<file path="config.mk">
export PLATFORM = sky130hd
export DESIGN_NAME = pht_update_queue
export DESIGN_NICKNAME = d
export VERILOG_FILES = /design/src/rtl/pht_update_queue_pkg.sv /design/src/rtl/pht_update_queue_ram.sv /design/src/rtl/pht_update_queue.sv
export SDC_FILE = /design/constraint.sdc
export NUM_CORES = 1
export LEC_CHECK = 0
export CAP_MARGIN = 30
export CORE_ASPECT_RATIO = 1.5
export CORE_MARGIN = 2
export CORE_UTILIZATION = 45
export CTS_CLUSTER_SIZE = 10
export DETAILED_ROUTE_END_ITERATION = 6
export PLACE_DENSITY_LB_ADDON = 0.1
export SETUP_SLACK_MARGIN = 0.3
export SLEW_MARGIN = 15
export SYNTH_ARGS = -nofsm -noshare
export SYNTH_HDL_FRONTEND = slang
export SYNTH_SLANG_ARGS = --single-unit
</file>
<file path="constraint.sdc">
create_clock -name clk -period 7.75 [get_ports clk]
set_clock_uncertainty 0.05 [all_clocks]
set_input_delay 0.775 -clock clk [delete_from_list [all_inputs] [get_ports clk]]
set_output_delay 0.775 -clock clk [all_outputs]
set_load 0.02 [all_outputs]
</file>
<file path="src/rtl/pht_update_queue_pkg.sv">
`default_nettype none
// ============================================================================
// Module : pht_update_queue_pkg
// Brief  : Shared fetch-unit types for PHT counter updates.
// Rev    : 1.0  initial release
// ============================================================================
package pht_update_queue_pkg;

  localparam int PHT_UPDATE_QUEUE_ENTRY_NUM = 8;
  localparam int PHT_INDEX_WIDTH            = 10;
  localparam int PHT_CTR_WIDTH              = 2;

  typedef struct packed {
    logic [PHT_INDEX_WIDTH-1:0] index;
    logic [PHT_CTR_WIDTH-1:0]   value;
  } PHT_UpdateEntry;

  // Width-generic saturating counter step; callers cast the result back.
  function automatic int unsigned sat_ctr_next(input int unsigned prev,
                                               input logic        taken,
                                               input int unsigned width);
    int unsigned max_val;
    max_val = (32'd1 << width) - 32'd1;
    if (taken) return (prev >= max_val) ? max_val : prev + 32'd1;
    else       return (prev == 32'd0)   ? 32'd0   : prev - 32'd1;
  endfunction

endpackage
`default_nettype wire

</file>
<file path="src/rtl/pht_update_queue_ram.sv">
`default_nettype none
// ============================================================================
// Module : pht_update_queue_ram
// Brief  : ENTRY_NUM-deep register file, multi-port write, async read.
// Rev    : 1.0  initial release
// ============================================================================
module pht_update_queue_ram #(
  parameter int ENTRY_NUM = 8,
  parameter int PORT_NUM  = 2,
  parameter int ENTRY_W   = 12
) (
  input  logic                                       clk,
  input  logic [PORT_NUM-1:0]                        we,
  input  logic [PORT_NUM-1:0][$clog2(ENTRY_NUM)-1:0] waddr,
  input  logic [PORT_NUM-1:0][ENTRY_W-1:0]           wdata,
  input  logic [PORT_NUM-1:0][$clog2(ENTRY_NUM)-1:0] raddr,
  output logic [PORT_NUM-1:0][ENTRY_W-1:0]           rdata
);

  logic [ENTRY_W-1:0] r_mem [ENTRY_NUM];

  // Write addresses are distinct within a cycle by construction of the caller.
  always_ff @(posedge clk) begin
    for (int i = 0; i < PORT_NUM; i++) begin
      if (we[i]) r_mem[waddr[i]] <= wdata[i];
    end
  end

  generate
    for (genvar k = 0; k < PORT_NUM; k++) begin : g_rd
      assign rdata[k] = r_mem[raddr[k]];
    end
  endgenerate

endmodule
`default_nettype wire

</file>
<file path="src/rtl/pht_update_queue.sv">
`default_nettype none
// ============================================================================
// Module : pht_update_queue
// Brief  : Buffers resolved branch counter updates, drains bank-safe pairs.
// Rev    : 1.0  initial release
// ============================================================================
module pht_update_queue
  import pht_update_queue_pkg::*;
#(
  parameter int ENTRY_NUM      = PHT_UPDATE_QUEUE_ENTRY_NUM,
  parameter int IN_WIDTH       = 2,
  parameter int INDEX_WIDTH    = PHT_INDEX_WIDTH,
  parameter int CTR_WIDTH      = PHT_CTR_WIDTH,
  parameter int DROP_CNT_WIDTH = 8
) (
  input  logic                                  clk,
  input  logic                                  rst,
  input  logic [IN_WIDTH-1:0]                   in_valid,
  input  logic [IN_WIDTH-1:0][INDEX_WIDTH-1:0]  in_index,
  input  logic [IN_WIDTH-1:0][CTR_WIDTH-1:0]    in_prev_ctr,
  input  logic [IN_WIDTH-1:0]                   in_taken,
  input  logic                                  hold,
  output logic [IN_WIDTH-1:0]                   out_we,
  output logic [IN_WIDTH-1:0][INDEX_WIDTH-1:0]  out_wa,
  output logic [IN_WIDTH-1:0][CTR_WIDTH-1:0]    out_wv,
  output logic [$clog2(ENTRY_NUM):0]            count,
  output logic [DROP_CNT_WIDTH-1:0]             drop_cnt
);

  localparam int PTR_W   = $clog2(ENTRY_NUM);
  localparam int CNT_W   = PTR_W + 1;
  localparam int ENTRY_W = INDEX_WIDTH + CTR_WIDTH;

  logic [CNT_W-1:0]                     r_head;
  logic [CNT_W-1:0]                     r_tail;
  logic [CNT_W-1:0]                     w_free;
  logic [IN_WIDTH-1:0]                  w_req;
  logic [IN_WIDTH-1:0][CTR_WIDTH-1:0]   w_next_ctr;
  logic [IN_WIDTH-1:0]                  w_wr_en;
  logic [IN_WIDTH-1:0][PTR_W-1:0]       w_wr_addr;
  logic [IN_WIDTH-1:0][ENTRY_W-1:0]     w_wr_data;
  logic [CNT_W-1:0]                     w_acc_num;
  logic [CNT_W-1:0]                     w_rej_num;
  logic [DROP_CNT_WIDTH:0]              w_drop_sum;
  logic [DROP_CNT_WIDTH-1:0]            w_drop_next;
  logic [IN_WIDTH-1:0][PTR_W-1:0]       w_rd_addr;
  logic [IN_WIDTH-1:0][ENTRY_W-1:0]     w_rd_data;
  logic [IN_WIDTH-1:0]                  w_sel;
  logic [CNT_W-1:0]                     w_sel_num;
  logic                                 w_blocked;
  logic                                 w_clash;

  assign count  = r_tail - r_head;
  assign w_free = CNT_W'(ENTRY_NUM) - count;

  generate
    for (genvar i = 0; i < IN_WIDTH; i++) begin : g_next
      assign w_next_ctr[i] = CTR_WIDTH'(sat_ctr_next(32'(in_prev_ctr[i]), in_taken[i], CTR_WIDTH));
    end
  endgenerate

  // A younger port with the same index supersedes an older one this cycle.
  always_comb begin
    w_req = in_valid;
    for (int i = 0; i < IN_WIDTH; i++) begin
      for (int j = i + 1; j < IN_WIDTH; j++) begin
        if (in_valid[j] && (in_index[i] == in_index[j])) w_req[i] = 1'b0;
      end
    end
  end

  always_comb begin
    w_acc_num = '0;
    w_rej_num = '0;
    w_wr_en   = '0;
    w_wr_addr = '0;
    w_wr_data = '0;
    for (int i = 0; i < IN_WIDTH; i++) begin
      w_wr_addr[i] = PTR_W'(r_tail + w_acc_num);
      w_wr_data[i] = {in_index[i], w_next_ctr[i]};
      if (w_req[i]) begin
        if (w_free > w_acc_num) begin
          w_wr_en[i] = 1'b1;
          w_acc_num  = w_acc_num + CNT_W'(1);
        end else begin
          w_rej_num  = w_rej_num + CNT_W'(1);
        end
      end
    end
  end

  assign w_drop_sum  = {1'b0, drop_cnt} + (DROP_CNT_WIDTH+1)'(w_rej_num);
  assign w_drop_next = w_drop_sum[DROP_CNT_WIDTH] ? '1 : w_drop_sum[DROP_CNT_WIDTH-1:0];

  // In-order drain: the first slot that cannot issue stops all later slots.
  always_comb begin
    w_sel     = '0;
    w_sel_num = '0;
    w_blocked = hold;
    w_clash   = 1'b0;
    w_rd_addr = '0;
    for (int k = 0; k < IN_WIDTH; k++) begin
      w_rd_addr[k] = PTR_W'(r_head + CNT_W'(k));
    end
    for (int k = 0; k < IN_WIDTH; k++) begin
      w_clash = 1'b0;
      for (int m = 0; m < k; m++) begin
        if (w_rd_data[m][CTR_WIDTH] == w_rd_data[k][CTR_WIDTH]) w_clash = 1'b1;
      end
      if (!w_blocked && (count > CNT_W'(k)) && !w_clash) begin
        w_sel[k]  = 1'b1;
        w_sel_num = w_sel_num + CNT_W'(1);
      end else begin
        w_blocked = 1'b1;
      end
    end
  end

  pht_update_queue_ram #(
    .ENTRY_NUM (ENTRY_NUM),
    .PORT_NUM  (IN_WIDTH),
    .ENTRY_W   (ENTRY_W)
  ) u_ram (
    .clk   (clk),
    .we    (w_wr_en),
    .waddr (w_wr_addr),
    .wdata (w_wr_data),
    .raddr (w_rd_addr),
    .rdata (w_rd_data)
  );

  always_ff @(posedge clk) begin
    if (rst) begin
      r_head   <= '0;
      r_tail   <= '0;
      drop_cnt <= '0;
      out_we   <= '0;
      out_wa   <= '0;
      out_wv   <= '0;
    end else begin
      r_tail   <= r_tail + w_acc_num;
      r_head   <= r_head + w_sel_num;
      drop_cnt <= w_drop_next;
      out_we   <= w_sel;
      for (int k = 0; k < IN_WIDTH; k++) begin
        if (w_sel[k]) begin
          out_wa[k] <= w_rd_data[k][ENTRY_W-1:CTR_WIDTH];
          out_wv[k] <= w_rd_data[k][CTR_WIDTH-1:0];
        end
      end
    end
  end

endmodule
`default_nettype wire

</file>
Word-level counts from Yosys, hierarchy flattened

Memory sizes are Yosys's and may differ from the RTL's. A register that Yosys moved wholly into a read port is not among the register bits.
Cells that the tools add are included.

Register bits: 42
Memory bits (writable): 96
Bits of input ports: 31
Output and inout port bits: 38
Word-level logic and storage cells: 71
Memories kept: 1

Memory list:

| memory      | words | bits a word | rd ports | clocked after memory_dff | write ports | line                       | RTL |
|---|---|---|---|---|---|---|---|
| u_ram.r_mem | 8     | 12          | 2        | 1                        | 2           | pht_update_queue_ram.sv:20 | `logic [ENTRY_W-1:0] r_mem [ENTRY_NUM];` |

Add/sub/neg operators: 14
Magnitude comparators: 6
Eq/ne operators: 2
Muxes and demuxes: 31
Reduce and logical (&&, ||, !) cells: 9

Operators with widths:

| operator                                           | number |
|---|---|
| two-way mux 4 bit                                  | 5 |
| two-way mux 1 bit                                  | 18 |
| adder 4 x 1 -> 4 bit, second input constant        | 3 |
| > comparator 4 x 1 -> 1 bit, second input constant | 3 |
| two-way mux 2 bit                                  | 6 |
| == test 10 bit                                     | 1 |
| adder 8 x 4 -> 9 bit                               | 1 |
| adder 4 bit                                        | 2 |
| two-way mux 8 bit                                  | 1 |
| adder 2 x 1 -> 2 bit, second input constant        | 2 |
| >= comparator 2 bit, second input constant         | 2 |
| > comparator 4 bit                                 | 1 |
| logical AND 1 bit                                  | 4 |
| zero test 2 bit                                    | 2 |
| subtractor 2 x 1 -> 2 bit, second input constant   | 2 |
| subtractor 4 bit                                   | 1 |
| subtractor 4 bit, first input constant             | 1 |
| adder 3 x 1 -> 3 bit, second input constant        | 1 |
| adder 3 bit                                        | 1 |
| zero test 1 bit                                    | 3 |
| two-way mux 3 bit                                  | 1 |
| == test 1 bit                                      | 1 |

Depth between registers and ports, before layout

Gate-level depths: netlist of the first run.

Word-level depth: 10
Gate-level depth with buffers: 21
Mapped depth without buffers: 20

Cells and area by module

Synthesis of the first run repeated with hierarchy kept, for this count alone.

Cells, all modules: 542
Area, all modules: 8052.7 µm²

Modules (own cells, without submodules):

| module               | times used | cells each | area each (µm²) | seq. area each (µm²) |
|---|---|---|---|---|
| pht_update_queue_ram | 1          | 309        | 5793.1          | 2882.8 |
| pht_update_queue     | 1          | 233        | 2259.7          | 840.8 |

Worst setup path before layout of the first run

OpenSTA, ideal clock, no wires.

Path type: register -> register
From: reg r_head[1]
To: reg r_tail[2]
Library setup time: 0.128 ns
Arrival: 4.665 ns
Data required time: 7.572 ns
Slack: 2.907 ns
Stages on the path, launching flop included: 19
Buffers on the path: 2
Clock period less this slack: 4.843 ns
Cells stage by stage: dfxtp_1 -> buf_2 -> buf_1 -> inv_1 -> ha_1 -> a21oi_1 -> and2_1 -> xor3_2 -> a21o_2 -> inv_2 -> ha_1 -> o211ai_1 -> o21ai_0 -> xnor2_1 -> ha_1 -> inv_1 -> fa_1 -> xor2_1 -> nor2_1

Word-level cells in the longest chain between the ends: 9
Elaborated cells between the ends (all ways): 10
Classes of those cells: add/sub (4); order compare (2); mux (4)

RTL lines:

| element                                                    | line                                           | RTL |
|---|---|---|
| start: declaration                                         | pht_update_queue.sv:34                         | `logic [CNT_W-1:0] r_head;` |
| start signal: assignment                                   | pht_update_queue.sv:142                        | `r_head <= r_head + w_sel_num;` |
| subtractor 4 bit (*)                                       | pht_update_queue.sv:53                         | `assign count = r_tail - r_head;` |
| subtractor 4 bit (*)                                       | pht_update_queue.sv:54                         | `assign w_free = CNT_W'(ENTRY_NUM) - count;` |
| > comparator 4 x 1 -> 1 bit                                | pht_update_queue.sv:82                         | `if (w_free > w_acc_num) begin` |
| two-way mux 1 bit                                          | pht_update_queue.sv:82                         |  |
| two-way mux 1 bit                                          | pht_update_queue.sv:81                         | `if (w_req[i]) begin` |
| adder 4 x 1 -> 4 bit or > comparator 4 bit (tied branches) | pht_update_queue.sv:84, pht_update_queue.sv:82 |  |
| two-way mux 4 bit                                          | pht_update_queue.sv:82                         |  |
| two-way mux 4 bit (*)                                      | pht_update_queue.sv:81                         |  |
| adder 4 bit (*)                                            | pht_update_queue.sv:141                        | `r_tail <= r_tail + w_acc_num;` |
| end signal: assignment                                     | pht_update_queue.sv:141                        |  |
| end: declaration                                           | pht_update_queue.sv:35                         | `logic [CNT_W-1:0] r_tail;` |

Mark *: on every way between the ends. The rest lies on a longest branch, timed or not.
A chain may end at the register's enable or synchronous reset.

Final worst setup path of the first run

From: reg r_head[2]
To: reg drop_cnt[0]

Word-level cells in the longest chain between the ends: 10
Elaborated cells between the ends (all ways): 13
Classes of those cells: add/sub (4); order compare (2); mux (7)

RTL lines:

| element                                                    | line                                           | RTL |
|---|---|---|
| subtractor 4 bit (*)                                       | pht_update_queue.sv:53                         |  |
| subtractor 4 bit (*)                                       | pht_update_queue.sv:54                         |  |
| > comparator 4 x 1 -> 1 bit                                | pht_update_queue.sv:82                         |  |
| two-way mux 1 bit                                          | pht_update_queue.sv:82                         |  |
| two-way mux 1 bit                                          | pht_update_queue.sv:81                         |  |
| adder 4 x 1 -> 4 bit or > comparator 4 bit (tied branches) | pht_update_queue.sv:86, pht_update_queue.sv:82 |  |
| two-way mux 4 bit                                          | pht_update_queue.sv:82                         |  |
| two-way mux 4 bit (*)                                      | pht_update_queue.sv:81                         |  |
| adder 8 x 4 -> 9 bit (*)                                   | pht_update_queue.sv:92                         | `assign w_drop_sum = {1'b0, drop_cnt} + (DROP_CNT_WIDTH+1)'(w_rej_num);` |
| two-way mux 8 bit (*)                                      | pht_update_queue.sv:93                         | `assign w_drop_next = w_drop_sum[DROP_CNT_WIDTH] ? '1 : w_drop_sum[DROP_CNT_WIDTH-1:0];` |
| end signal: assignment                                     | pht_update_queue.sv:143                        | `drop_cnt <= w_drop_next;` |
| end: declaration                                           | pht_update_queue.sv:27                         | `output logic [DROP_CNT_WIDTH-1:0] drop_cnt` |

Marked as above.

==> Flow_metrics.wiki, run 1 <==
{| class="wikitable"
! Metric !! Value
|-
| Run status || completed
|-
| Power density over cell area || 453 nW/um2
|-
| Hold Buf Count CTS || 0
|-
| Placeable core region || 17900 um2
|-
| Via density per instance || between 6 and 7
|-
| Count of flip-flops with a built-in enable after synthesis || 96
|-
| Number of detailed-route iterations in the first pass || 4
|-
| Number of buffers created by CTS || 17
|-
| Max-cap viol count || 0
|-
| Max-slew headroom at the worst pin || 0.375
|-
| Final Core Density || 0.532
|-
| Standard cell with the maximum stage delay on the critical path || dfxtp_1
|-
| Global route overflow || 0
|-
| Number of distinct standard cells referenced by the synthesized netlist || a little under 60
|-
| Wire length of the first global-routing pass || between 30 and 40 mm
|-
| Worst-case reg-to-reg path depth || 17
|-
| Number of violations reported at the end of detailed-routing iteration 0 || between 300 and 400
|-
| R2R Path Start || r_head[2]
|-
| Crit path required time || approximately 8.0 ns
|-
| Detailed placer's ending HPWL || 14.0 mm
|-
| Cell at the root of the clock tree || clkbuf_16
|-
| Crit start category || flip-flop
|-
| Total number of yosys warnings || 0
|-
| Commonest register cell after synthesis || edfxtp_1
|-
| Most used cell along the critical path || ha_1
|-
| Hold wc startpoint || out_wv[0]
|-
| Async set or reset register ratio after synthesis || 0
|-
| Leading area contributor after synthesis || edfxtp_1
|-
| Maximum number of pins on one net before global-route repair || 50
|-
| Buffers inserted during post-CTS setup optimization || 0
|-
| Share of post-route cells with drive strength above 1 || 0.262
|-
| Cells resized by post-CTS repair || 0
|-
| Met3 WL || roughly 860 um
|-
| Number of flip-flops and latches in the synthesized netlist || about 140
|-
| Die Area || a little under 20000 um2
|-
| Arr. time, crit path || 6.27 ns
|-
| Highest routed metal layer || met4
|-
| Vias in the first global route || roughly 5500
|-
| Final total negative setup slack || 0 ns
|-
| Growth of design area from synthesis to finish || 16.2%
|-
| Antenna diode count || 0
|-
| Mean Syn Cell Area || 13.8 um2
|-
| Pint || ~2.6 mW
|-
| Final Wtd Congestion || roughly 0.8
|-
| P_sw || 1.78 mW
|-
| TritonCTS clock tree || done
|-
| Area fraction of the dominant cell type after synthesis || 0.351
|-
| Actual slew at the worst max-slew pin || 0.937 ns
|-
| Wire length reported by the detailed router || 21.2 mm
|-
| Net Count, Synth || between 600 and 700
|-
| Initial core utilization || 0.458
|-
| Setup repair after global routing missed its margin || no
|-
| Maximum net fanout on the critical path || 16
|-
| Worst min path class || flip-flop to flip-flop
|-
| Wire per inst || about 24 um
|-
| Combinational share of power || 0.531
|-
| Max Root-Sink Buffers || 2
|-
| Cells taking the most area after synthesis || edfxtp_1 35%, mux4_2 13%, dfxtp_1 10%, mux2_4 5.1%, mux2_1 3.8%
|-
| Max IR drop VDD || between 0.0002 and 0.00025 V
|-
| Crit share post-route || 0.771
|-
| Endpoint kind of the worst setup timing path || flip-flop
|-
| Post-route antenna net violation count || 0
|-
| Final nets || ~700
|-
| Gr usage total || 0.229
|-
| Clock net sink count || about 140
|-
| Via total after detailed routing || a little over 5000
|-
| Critical path, cell by cell || inv_1 -> ha_1 -> a21oi_1 -> and2_1 -> xor3_2 -> a21o_2 -> inv_2 -> ha_1 -> o211a_1 -> nand3_1 -> mux2i_1 -> ha_1 -> inv_1 -> fa_1 -> and3b_1 -> nand3_1 -> a21oi_1
|-
| Pins Over Slew Limit || 0
|-
| Met2 Routed Length || 11.2 mm
|-
| Count of buffers from port buffering || between 60 and 70
|-
| Count of pins on the block boundary || 69
|-
| Clk pwr share || 0.191
|-
| Hold Path Stages || 2
|-
| Post-Syn Instances || 595
|-
| Fraction of power spent switching nets || 0.410
|-
| Setup-failing EPs final || 0
|-
| Static Leakage || approximately 3.4 nW
|-
| Clock transition at path regs || about 0.06 ns
|-
| Reg2reg end || drop_cnt[0]
|-
| Slowest cell delay on critical path || between 0.8 and 0.9 ns
|-
| Die span in y || 170 um
|-
| Clock H-tree levels || 4
|-
| Minimum setup slack among reg-to-reg paths || approximately 1.8 ns
|-
| Minimum period implied by the final worst setup slack || ~6 ns
|-
| Reg power frac || 0.278
|-
| Clock Latency Late Sink || roughly 0.43 ns
|-
| Count leader, synth || edfxtp_1
|-
| Sequential cell area fraction in the yosys report || 0.453
|-
| Antenna violations before repair || 0
|-
| Achievable clock frequency || approximately 170 MHz
|-
| Number of cell rows || 60
|-
| Met1 routed wirelength after detailed routing || about 8.4 mm
|-
| Final count of hold timing violations || 0
|-
| Hold path endpoint || out_wv[0]
|-
| Critical setup path kind || flip-flop to flip-flop
|-
| Die width || approximately 110 um
|-
| Area of the mapped netlist || roughly 8000 um2
|-
| Synth top cells by count || 96 x edfxtp_1, 48 x mux4_2, 42 x dfxtp_1
|-
| DRC Markers || 0
|}
power groups by stage:
stage | logic [mW] | registers, mW | clock network, mW
after floorplan | 1.66 | 1.22 | 0
after global placement | 2.27 | 1.21 | 0
after detailed placement | 2.31 | 1.22 | 0
after CTS | 2.32 | 1.20 | 0.833
after global routing | 2.47 | 1.23 | 0.864
final | 2.30 | 1.20 | 0.827
how the worst max path moves through the flow:
stage / endpoint / depth (start not counted) / from
floorplan: r_tail[2] / 18 / r_head[1]
detailed placement: drop_cnt[0] / 18 / r_head[2]
finish: drop_cnt[0] / 17 / r_head[2]
global placement: drop_cnt[0] / 18 / r_head[2]
CTS: drop_cnt[0] / 18 / r_head[2]
global route: drop_cnt[5] / 17 / r_head[2]
area by class of cell:
| type | instances | area (um2) |
|---|---|---|
| timing repair buffer | 78 | 748 |
| inverter | 19 | 71.3 |
| multi-input combinational | 381 | 4160 |
| clock buffer | 19 | 433 |
| fill | 1533 | 8390 |
| sequential | 138 | 3720 |
| clock inverter | 13 | 149 |
| tap | 217 | 272 |
flip-flops by register name, indices dropped and copies added (netlist names):
| name | count |
|---|---|
| out_wa | 20 |
| u_ram.r_mem | 96 |
| out_we | 2 |
| drop_cnt | 8 |
| r_head | 4 |
| r_tail | 4 |
| out_wv | 4 |
stage by stage:
stage | setup WS, ns | hold slack [ns] | instance area [um2] | power, mW | instances
after detailed placement | 1.75 | 0.451 | 8970 | 3.53 | 833
final | 1.78 | 0.457 | 9550 | 4.33 | 865
after floorplan | 2.91 | 0.487 | 8220 | 2.88 | 595
after CTS | 1.75 | 0.460 | 9550 | 4.35 | 865
after global placement | 1.87 | 0.447 | 8970 | 3.48 | 832
after global routing | 1.42 | 0.484 | 9550 | 4.56 | 865
logic make-up (layout without fill, tap and decap cells):
family | count (synthesis) | after routing | synth area share
compound gates | 74 | 74 | 0.0799
xor+xnor | 29 | 29 | 0.0382
fa+ha+maj | 23 | 23 | 0.0380
buf+inv | 76 | 129 | 0.0455
flops | 138 | 138 | 0.453
mux | 159 | 159 | 0.293
simple gates | 96 | 96 | 0.0526
cell usage in the layout, fill, tap and decap left out, types with 16 or more instances in the layout:
cell type	instances
mux2_1	28
xnor2_1	16
a21oi_1	21
clkbuf_16	17
mux2_4	28
mux2i_1	30
dfxtp_1	41
mux2_2	24
edfxtp_1	96
mux4_2	48
nand2_1	36
nor2_1	26
inv_1	18
ha_1	17
clkdlybuf4s50_1	67
routing by layer:
| metal | track usage | vias up |
|---|---|---|
| met3 | 0.0421 | 42 |
| met1 | 0.270 | 2641 |
| met2 | 0.408 | 159 |
| li1 | - | 2351 |
| met4 | 0.0944 | 0 |
| met5 | 0 | - |
worst max-delay path: cells and delay by family (launching register included):
kind                       cells  cell delay [ns]
adders and majority gates      4             1.34
AOI/OAI and AO/OA              4             1.22
and+or+nand+nor                4             0.91
DFF                            1             0.81
buffers and inverters          3             0.71
xor gates and xnor gates       1             0.58
muxes                          1             0.25
(Power assumes the default switching activity.)
==> run 2: changes to the inputs <==
Clock period 7.75 ns to 5.8 ns, I/O delays scaled along.
==> run 2 against run 1 <==
  * Clock-buffer cell count fell by 1
  * Final cell count rose by 1.5%
  * Sequential power increased by 33%
  * Cell area up 1.3%
  * Via count is 0.85% higher
  * Sequential share of layout area down 0.46 points
  * Non-clock buffer count rose by 13
  * First-iteration DRC count down 1.1%
  * Combinational power grew 36%
  * Sequential cell count did not move
  * Fmax grew 17%
  * Critical path type unchanged
  * Largest power group unchanged
  * Highest routed layer unchanged
==> Flow_metrics.wiki, run 2 (synthesis results as in run 1) <==
{| class="wikitable"
! Metric !! Value
|-
| Reg2reg end || r_tail[2]
|-
| Wire length reported by the detailed router || 21.3 mm
|-
| Number of detailed-route iterations in the first pass || 5
|-
| P_sw || approximately 2.4 mW
|-
| Antenna violations before repair || 0
|-
| Kind of cell with the highest combined delay on the critical path || adder cells
|-
| Run status || completed
|-
| Max Root-Sink Buffers || 2
|-
| Fraction of power spent switching nets || 0.408
|-
| Achievable clock frequency || roughly 200 MHz
|-
| Hold Path Stages || 2
|-
| Global route overflow || 0
|-
| Max FFs per register || 96
|-
| Final Core Density || 0.539
|-
| Crit start category || flip-flop
|-
| R2R Path Start || r_tail[0]
|-
| Hold path endpoint || out_wa[7]
|-
| Hold Buf Count CTS || 0
|-
| Endpoint kind of the worst setup timing path || flip-flop
|-
| Post-route antenna net violation count || 0
|-
| Clk pwr share || 0.190
|-
| Cell at the root of the clock tree || clkbuf_16
|-
| Slowest cell delay on critical path || 0.73 ns
|-
| Standard cell with the maximum stage delay on the critical path || o211ai_1
|-
| Max-cap viol count || 0
|-
| Buffers inserted during post-CTS setup optimization || 0
|-
| Gr usage total || 0.233
|-
| Max-slew headroom at the worst pin || 0.396
|-
| DRC Markers || 0
|-
| Number of cell rows || 60
|-
| Final total negative setup slack || 0 ns
|-
| Combinational share of power || 0.537
|-
| Arr. time, crit path || around 5.3 ns
|-
| Die Area || between 15000 and 20000 um2
|-
| Most used cell along the critical path || ha_1
|-
| Final count of hold timing violations || 0
|-
| Max IR drop VDD || just over 0.0003 V
|-
| Actual slew at the worst max-slew pin || ~0.90 ns
|-
| Minimum setup slack among reg-to-reg paths || 0.71 ns
|-
| Crit share post-route || 0.878
|-
| Crit path required time || 6.04 ns
|-
| Count of pins on the block boundary || 69
|-
| Maximum number of pins on one net before global-route repair || 50
|-
| PnR Total Power || around 5.8 mW
|-
| Clock transition at path regs || 0.06 ns
|-
| Antenna diode count || 0
|-
| Worst-case reg-to-reg path depth || 17
|-
| Final Wtd Congestion || 0.818
|-
| Maximum net fanout on the critical path || 11
|-
| Commonest cells after routing, fill and taps aside || 96 x edfxtp_1, 67 x clkdlybuf4s50_1, 48 x mux4_2
|-
| Wire length of the first global-routing pass || between 30 and 40 mm
|-
| Storage element area || approximately 3700 um2
|-
| Power density over cell area || around 600 nW/um2
|-
| Post-route insts no fill || about 880
|-
| Worst min path class || flip-flop to flip-flop
|-
| Most common library cell in the layout ignoring fill and taps || edfxtp_1
|-
| TritonCTS clock tree || done
|-
| Detailed placer's ending HPWL || roughly 14 mm
|-
| Via density per instance || between 5 and 6
|-
| Final nets || 700
|-
| Critical path, cell by cell || inv_1 -> ha_1 -> fa_1 -> ha_1 -> xnor3_1 -> and2_1 -> a21o_2 -> inv_2 -> ha_1 -> o211ai_1 -> o21ai_0 -> xnor2_1 -> ha_1 -> inv_1 -> fa_1 -> xor2_1 -> nor2_1
|-
| Pint || roughly 3.5 mW
|-
| Setup repair after global routing missed its margin || no
|-
| Area of combinational cells with multiple inputs || just over 4000 um2
|-
| Clock Latency Late Sink || roughly 0.42 ns
|-
| Number of violations reported at the end of detailed-routing iteration 0 || ~360
|-
| Placed Cells || ~850
|-
| Number of buffers created by CTS || 17
|-
| Reg power frac || 0.273
|-
| Count of buffers from port buffering || just under 70
|-
| Die span in y || between 150 and 200 um
|-
| Setup-failing EPs final || 0
|-
| Clock net sink count || 138
|-
| Design area || ~9700 um2
|-
| Hold wc startpoint || out_wa[7]
|-
| Buffers and inverters on the worst path || 3
|-
| Placeable core region || between 15000 and 20000 um2
|-
| Number of fillers in the final layout || 1502
|-
| Die width || about 110 um
|-
| Static Leakage || around 3.5 nW
|-
| Growth of design area from synthesis to finish || 17.6%
|-
| Share of post-route cells with drive strength above 1 || 0.289
|-
| Cells resized by post-CTS repair || 0
|-
| Minimum period implied by the final worst setup slack || 5.09 ns
|-
| Vias in the first global route || roughly 5500
|-
| Initial core utilization || 0.458
|-
| Critical setup path kind || flip-flop to flip-flop
|-
| Area of placed instances || ~9100 um2
|-
| Pins Over Slew Limit || 0
|-
| Via total after detailed routing || between 5000 and 6000
|-
| Clock H-tree levels || 4
|-
| Wire per inst || 24.3 um
|}
run 2: worst reg2reg max path: cells and delay by family (launching register included):
kind,cells,cell delay (ns)
buffers and inverters,3,0.27
adders and majority gates,6,1.87
xor gates and xnor gates,3,0.76
and+or+nand+nor,2,0.24
DFF,1,0.48
AOI/OAI and AO/OA,3,1.30
run 2: cell type report:
| type | instances | area share |
|---|---|---|
| clock inverters | 14 | 0.0178 |
| multi-input cells | 381 | 0.430 |
| well taps | 217 | 0.0281 |
| clock buffers | 18 | 0.0444 |
| repair buffers | 91 | 0.0874 |
| flip-flops and latches | 138 | 0.385 |
| inverters | 19 | 0.00737 |
run 2: power groups by stage:
| stage | Sequential (mW) | Clock, mW | Combinational, mW |
|---|---|---|---|
| 2_1_floorplan | 1.63 | 0 | 2.22 |
| 3_3_place_gp | 1.59 | 0 | 3.10 |
| 3_5_place_dp | 1.61 | 0 | 3.14 |
| 4_1_cts | 1.59 | 1.13 | 3.15 |
| 5_1_grt | 1.62 | 1.17 | 3.37 |
| 6_report | 1.59 | 1.11 | 3.13 |
run 2: worst max-delay path by stage:
stage	startpoint	endpoint	slack, ns	cells past startpoint
CTS	r_tail[0]	r_tail[2]	0.59	17
detailed placement	r_tail[0]	r_tail[2]	0.60	17
finish	r_tail[0]	r_tail[2]	0.71	17
global route	r_tail[0]	drop_cnt[3]	0.38	18
global placement	r_tail[0]	r_tail[2]	0.73	17
floorplan	r_head[1]	r_tail[2]	0.96	18
run 2: routing by layer:
layer  up-vias  GRT usage  routed length, um
met5         -          0                  0
met4         0     0.0875                562
met3        32     0.0368                799
met2       158      0.420              11600
met1      2667      0.275               8420
li1       2380          -                  -
run 2: metrics by stage:
| stage | hold WS [ns] | setup slack (ns) |
|---|---|---|
| 2_1_floorplan | 0.487 | 0.957 |
| 3_3_place_gp | 0.440 | 0.734 |
| 3_5_place_dp | 0.445 | 0.596 |
| 4_1_cts | 0.453 | 0.593 |
| 5_1_grt | 0.482 | 0.380 |
| 6_report | 0.450 | 0.709 |
